$ cat src/rtl/machine_ctrl_pkg.sv
// Shared types and constants for the machine-mode trap sequencer.
// Interrupt support is compiled in with MACHINE_CTRL_INTERRUPTS_EN.
package machine_ctrl_pkg;

    typedef enum logic [1:0] {
        ST_RESET       = 2'b00,
        ST_OPERATING   = 2'b01,
        ST_TRAP_TAKEN  = 2'b10,
        ST_TRAP_RETURN = 2'b11
    } state_t;

    localparam logic [1:0] PC_SRC_BOOT = 2'b00;
    localparam logic [1:0] PC_SRC_MEPC = 2'b01;
    localparam logic [1:0] PC_SRC_TRAP = 2'b10;
    localparam logic [1:0] PC_SRC_NEXT = 2'b11;

    localparam logic [3:0] CAUSE_INSTR_MISALIGNED = 4'd0;
    localparam logic [3:0] CAUSE_ILLEGAL_INSTR    = 4'd2;
    localparam logic [3:0] CAUSE_BREAKPOINT       = 4'd3;
    localparam logic [3:0] CAUSE_LOAD_MISALIGNED  = 4'd4;
    localparam logic [3:0] CAUSE_STORE_MISALIGNED = 4'd6;
    localparam logic [3:0] CAUSE_ECALL_M          = 4'd11;

    localparam logic [3:0] IRQ_MSI = 4'd3;
    localparam logic [3:0] IRQ_MTI = 4'd7;
    localparam logic [3:0] IRQ_MEI = 4'd11;

    typedef struct packed {
        logic       valid;
        logic [3:0] cause;
        logic       i_or_e;
        logic       misaligned;
    } trap_info_t;

    // Only these exception codes make mtval capture the faulting address.
    function automatic logic is_misaligned_cause(input logic [3:0] cause);
        return (cause == CAUSE_INSTR_MISALIGNED) ||
               (cause == CAUSE_LOAD_MISALIGNED)  ||
               (cause == CAUSE_STORE_MISALIGNED);
    endfunction

endpackage

$ cat src/rtl/machine_ctrl_fsm_trap_prio_enc.sv
// Combinational trap priority encoder: picks the winning interrupt or exception.
// Interrupt arbitration exists only when MACHINE_CTRL_INTERRUPTS_EN is defined.
module trap_prio_enc
    import machine_ctrl_pkg::*;
(
    input  logic       illegal_instr,
    input  logic       misaligned_instr,
    input  logic       misaligned_load,
    input  logic       misaligned_store,
    input  logic       ecall,
    input  logic       ebreak,
    input  logic       mie,
    input  logic       meie,
    input  logic       mtie,
    input  logic       msie,
    input  logic       meip,
    input  logic       mtip,
    input  logic       msip,
    output trap_info_t trap
);

    logic       exc_valid;
    logic [3:0] exc_cause;
    logic       irq_valid;
    logic [3:0] irq_cause;

    always_comb begin
        exc_valid = 1'b1;
        exc_cause = CAUSE_INSTR_MISALIGNED;
        if (misaligned_instr)      exc_cause = CAUSE_INSTR_MISALIGNED;
        else if (illegal_instr)    exc_cause = CAUSE_ILLEGAL_INSTR;
        else if (ebreak)           exc_cause = CAUSE_BREAKPOINT;
        else if (ecall)            exc_cause = CAUSE_ECALL_M;
        else if (misaligned_load)  exc_cause = CAUSE_LOAD_MISALIGNED;
        else if (misaligned_store) exc_cause = CAUSE_STORE_MISALIGNED;
        else                       exc_valid = 1'b0;
    end

`ifdef MACHINE_CTRL_INTERRUPTS_EN
    always_comb begin
        irq_valid = mie;
        irq_cause = IRQ_MEI;
        if (meie && meip)      irq_cause = IRQ_MEI;
        else if (msie && msip) irq_cause = IRQ_MSI;
        else if (mtie && mtip) irq_cause = IRQ_MTI;
        else                   irq_valid = 1'b0;
    end
`else
    logic unused_irq;
    assign unused_irq = ^{mie, meie, mtie, msie, meip, mtip, msip};
    assign irq_valid  = 1'b0;
    assign irq_cause  = 4'd0;
`endif

    // Any enabled interrupt outranks every synchronous exception.
    always_comb begin
        trap = '0;
        if (irq_valid) begin
            trap.valid  = 1'b1;
            trap.cause  = irq_cause;
            trap.i_or_e = 1'b1;
        end else if (exc_valid) begin
            trap.valid      = 1'b1;
            trap.cause      = exc_cause;
            trap.misaligned = is_misaligned_cause(exc_cause);
        end
    end

endmodule

$ cat src/rtl/machine_ctrl_fsm.sv
// Machine-mode trap sequencer: sequences trap entry and MRET one cycle at a time.
// Define MACHINE_CTRL_INTERRUPTS_EN to enable interrupt detection.
module machine_ctrl_fsm
    import machine_ctrl_pkg::*;
#(
    parameter logic [1:0] RESET_VECTOR_SEL = 2'b00
) (
    input  logic       clk_in,
    input  logic       rst_in,
    input  logic       stall_in,
    input  logic       illegal_instr_in,
    input  logic       misaligned_instr_in,
    input  logic       misaligned_load_in,
    input  logic       misaligned_store_in,
    input  logic       ecall_in,
    input  logic       ebreak_in,
    input  logic       mret_in,
    input  logic       mie_in,
    input  logic       meie_in,
    input  logic       mtie_in,
    input  logic       msie_in,
    input  logic       meip_in,
    input  logic       mtip_in,
    input  logic       msip_in,
    output logic       set_cause_out,
    output logic       set_epc_out,
    output logic [3:0] cause_out,
    output logic       i_or_e_out,
    output logic       misaligned_exception_out,
    output logic       mie_clear_out,
    output logic       mie_set_out,
    output logic       instret_inc_out,
    output logic       flush_out,
    output logic [1:0] pc_src_out
);

    state_t     state_q, state_d;
    trap_info_t trap;
    logic       take_trap;
    logic [3:0] cause_q;
    logic       i_or_e_q;
    logic       misaligned_q;

    trap_prio_enc u_prio (
        .illegal_instr    (illegal_instr_in),
        .misaligned_instr (misaligned_instr_in),
        .misaligned_load  (misaligned_load_in),
        .misaligned_store (misaligned_store_in),
        .ecall            (ecall_in),
        .ebreak           (ebreak_in),
        .mie              (mie_in),
        .meie             (meie_in),
        .mtie             (mtie_in),
        .msie             (msie_in),
        .meip             (meip_in),
        .mtip             (mtip_in),
        .msip             (msip_in),
        .trap             (trap)
    );

    assign take_trap = (state_q == ST_OPERATING) && !stall_in && trap.valid;

    always_ff @(posedge clk_in or negedge rst_in) begin
        if (!rst_in) begin
            state_q      <= ST_RESET;
            cause_q      <= 4'd0;
            i_or_e_q     <= 1'b0;
            misaligned_q <= 1'b0;
        end else begin
            state_q <= state_d;
            if (take_trap) begin
                cause_q      <= trap.cause;
                i_or_e_q     <= trap.i_or_e;
                misaligned_q <= trap.misaligned;
            end
        end
    end

    // Pulses decode from the registered state, so async reset clears them at once.
    always_comb begin
        state_d         = state_q;
        set_cause_out   = 1'b0;
        set_epc_out     = 1'b0;
        mie_clear_out   = 1'b0;
        mie_set_out     = 1'b0;
        instret_inc_out = 1'b0;
        flush_out       = 1'b0;
        pc_src_out      = RESET_VECTOR_SEL;
        case (state_q)
            ST_RESET: begin
                state_d = ST_OPERATING;
            end
            ST_OPERATING: begin
                pc_src_out = PC_SRC_NEXT;
                if (!stall_in) begin
                    if (trap.valid)   state_d = ST_TRAP_TAKEN;
                    else if (mret_in) state_d = ST_TRAP_RETURN;
                    else              instret_inc_out = 1'b1;
                end
            end
            ST_TRAP_TAKEN: begin
                state_d       = ST_OPERATING;
                set_cause_out = 1'b1;
                set_epc_out   = 1'b1;
                mie_clear_out = 1'b1;
                flush_out     = 1'b1;
                pc_src_out    = PC_SRC_TRAP;
            end
            ST_TRAP_RETURN: begin
                state_d     = ST_OPERATING;
                mie_set_out = 1'b1;
                flush_out   = 1'b1;
                pc_src_out  = PC_SRC_MEPC;
            end
        endcase
    end

    assign cause_out                = cause_q;
    assign i_or_e_out               = i_or_e_q;
    assign misaligned_exception_out = misaligned_q;

endmodule
$ cat config.mk
export PLATFORM = sky130hd
export DESIGN_NAME = machine_ctrl_fsm
export DESIGN_NICKNAME = d
export VERILOG_FILES = /design/src/rtl/machine_ctrl_pkg.sv /design/src/rtl/machine_ctrl_fsm_trap_prio_enc.sv /design/src/rtl/machine_ctrl_fsm.sv
export SDC_FILE = /design/constraint.sdc
export NUM_CORES = 1
export LEC_CHECK = 0
export CELL_PAD_IN_SITES_DETAIL_PLACEMENT = 0
export CELL_PAD_IN_SITES_GLOBAL_PLACEMENT = 1
export CORE_MARGIN = 8
export CORE_UTILIZATION = 27
export DETAILED_ROUTE_END_ITERATION = 6
export PLACE_DENSITY_LB_ADDON = 0.3
export SETUP_SLACK_MARGIN = 0.05
export SKIP_CTS_REPAIR_TIMING = 1
export SYNTH_ARGS = -nofsm -noshare
export SYNTH_HDL_FRONTEND = slang
export SYNTH_SLANG_ARGS = --single-unit
export TNS_END_PERCENT = 100
$ cat constraint.sdc
create_clock -name clk_in -period 3.9 [get_ports clk_in]
set_input_delay 1.17 -clock clk_in [delete_from_list [all_inputs] [get_ports clk_in]]
set_output_delay 1.17 -clock clk_in [all_outputs]
set_load 0.05 [all_outputs]
==> impl_metrics.tcl <==
set metrics [dict create \
    fin_area_sq_um 807 \
    finalSetupViolCount 0 \
    drtPass1Iterations 2 \
    leakage_nw 0.346 \
    async_reset_ff_frac 1.00 \
    synth_top_cell_by_area "dfrtp_1" \
    antenna_found_initial 0 \
    grt_max_degree 8 \
    ys_types 24 \
    core_area_sq_um 1880 \
    fmax_mhz 268 \
    hold_viol 0 \
    seq_area_sq_um 175 \
    grt_pass1_vias 469 \
    crit_type "in2out" \
    min_path_cells 1 \
    initial_utilization 0.275 \
    path_max_fanout 4 \
    cts_tree "done" \
    cts_made_buffers 3 \
    clk_pin_slew_ns 0.05 \
    regToRegSetupSlack_ns 2.46 \
    antennaDiodeCount 0 \
    die_area_sq_um 3570 \
    wl_um 1260 \
    timing.rr.start "state_q[1]$_DFFE_PN0P_" \
    rsz0062_at_grt "false" \
    synth_top_area_frac 0.339 \
    ir_drop_v 0.000415 \
    cts.path.max_buffers 2 \
    final_layout_size_suffix_gt1_frac 0.183 \
    syn-num-nets 78 \
    fin_skew_ns 0.00570 \
    status "finished, final reports clean" \
    worst_pin_slew_ns 0.503 \
    report.power.total_mw 0.736 \
    syn_avg_cell_area_sq_um 9.23 \
    ant_nets 0 \
    synth.area.top_cells "dfrtp_1 (34%), ha_1 (12%), inv_1 (5.1%), buf_4 (4.4%), nor2_1 (4.4%)" \
    vias 474 \
    post_dp_cell_area_sq_um 781 \
    route.detailed.drc 0 \
    start_kind "primary input" \
    synthTopCellsByCount "dfrtp_1 (7), inv_1 (7), nor2_1 (6)" \
    fp-row-count 16 \
    hp-class "reg2reg" \
    arrival_ns 2.57 \
    hold_start "cause_out[2]$_DFFE_PN0P_" \
    die_x_um 59.7 \
    port_buffers 22 \
    fp.dieH_um 59.7 \
    drv_slew 0 \
    syn_inst 56 \
    synth_edf_count 0 \
    grt_util_all_layers 0.0755 \
    clockRootBuffer "clkbuf_4" \
    wire_per_inst_um 11.6 \
    drt_iter0_drc 3 \
    yosysWarnings 0 \
    tns_ns 0 \
    period_needed_ns 3.74 \
    vias_per_cell 4.35 \
    gr-total-overflow 0 \
    multiInputGateArea_sq_um 293 \
    finalCritPeriodShare 0.958 \
    gp_congestion 0.698 \
    crit_path_end_kind "primary output" \
    ios 31 \
    cts.sinks 7 \
    hpwl_um 1050 \
    nNetsFinal 105 \
    critPathRequiredTime_ns 2.73 \
    hold_end "cause_out[2]$_DFFE_PN0P_" \
    ys_seq_area_frac 0.339 \
    worst_r2r_endpoint "cause_out[3]$_DFFE_PN0P_" \
    layout-area-overhead-vs-synth_pct 56.2 \
    cts.htree.levels 1 \
    r2r_cells 5 \
    grt_pass1_wl_um 2010 \
    drv_cap 0 \
    synth_seq_cells 7 \
    fillerInstances 213 \
    synth_top_flop_cell "dfrtp_1" \
    p_per_area_nw_per_um2 911 \
    relSlewSlack 0.664 \
    clk_latency_ns 0.25 \
    synth.cell_area_sq_um 517 \
]
-- per-layer routing --
| layer | share of wire | vias to the layer above | GRT usage |
|---|---|---|---|
| li1 | - | 241 | - |
| met1 | 0.39 | 209 | 0.0691 |
| met2 | 0.47 | 20 | 0.128 |
| met3 | 0.13 | 4 | 0.0516 |
| met4 | 0.012 | 0 | 0.0306 |
| met5 | 0 | - | 0 |
-- cells in the final DEF (no fill, tap or decap), types with 3 or more instances in the layout --
| cell type | n |
|---|---|
| ha_1 | 5 |
| a21oi_1 | 4 |
| clkbuf_4 | 3 |
| nor2_1 | 6 |
| clkdlybuf4s50_1 | 21 |
| inv_1 | 7 |
| nand2_1 | 4 |
| dfrtp_1 | 7 |
| buf_4 | 3 |
-- power breakdown --
group | internal [mW] | leakage (nW) | switching, mW
clock | 0.0391 | 0.0150 | 0.0268
combinational | 0.186 | 0.246 | 0.353
sequential | 0.107 | 0.0844 | 0.0236
total | 0.332 | 0.346 | 0.404
-- metrics by stage --
step | util | worst slack (ns) | hold WS, ns | instances
after floorplan | - | 0.139 | 0.571 | 56
after detailed placement | 0.415 | 0.157 | 0.476 | 105
after global routing | 0.429 | 0.0773 | 0.506 | 109
after CTS | 0.429 | 0.135 | 0.498 | 109
after global placement | 0.415 | 0.131 | 0.487 | 105
final | 0.429 | 0.164 | 0.493 | 109
-- cells by family after synthesis --
kind of cell | share of synthesized area
muxes | 0.0387
other | 0.00726
DFF | 0.339
and+or+nand+nor | 0.230
AOI/OAI and AO/OA | 0.170
adders and majority gates | 0.121
buffers and inverters | 0.0944
-- cell type report --
type                       instances  share of cell area
timing repair buffer              25               0.313
inverter                           7              0.0326
multi-input combinational         39               0.363
clock buffer                       4              0.0326
sequential                         7               0.217
tap                               27              0.0419
-- how the worst max path moves through the flow --
stage | slack [ns] | start | cells after the start | endpoint
after detailed placement | 0.16 | misaligned_store_in | 5 | instret_inc_out
after floorplan | 0.14 | ebreak_in | 3 | instret_inc_out
after global routing | 0.08 | misaligned_store_in | 5 | instret_inc_out
after global placement | 0.13 | misaligned_store_in | 5 | instret_inc_out
after CTS | 0.14 | misaligned_store_in | 5 | instret_inc_out
final | 0.16 | misaligned_store_in | 5 | instret_inc_out
-- state kept, by name, summed over array words and instances (netlist names) --
signal,flops
cause_out,4
misaligned_exception_out,1
state_q,2
-- worst max-delay path, stage by stage --
cell and delay [ns]:
clkdlybuf4s50_1 0.48, nor3_2 0.27, nand2_1 0.12, nor3_1 0.33
buf_12 0.19
No activity file was read; power rests on OpenSTA's default activity.
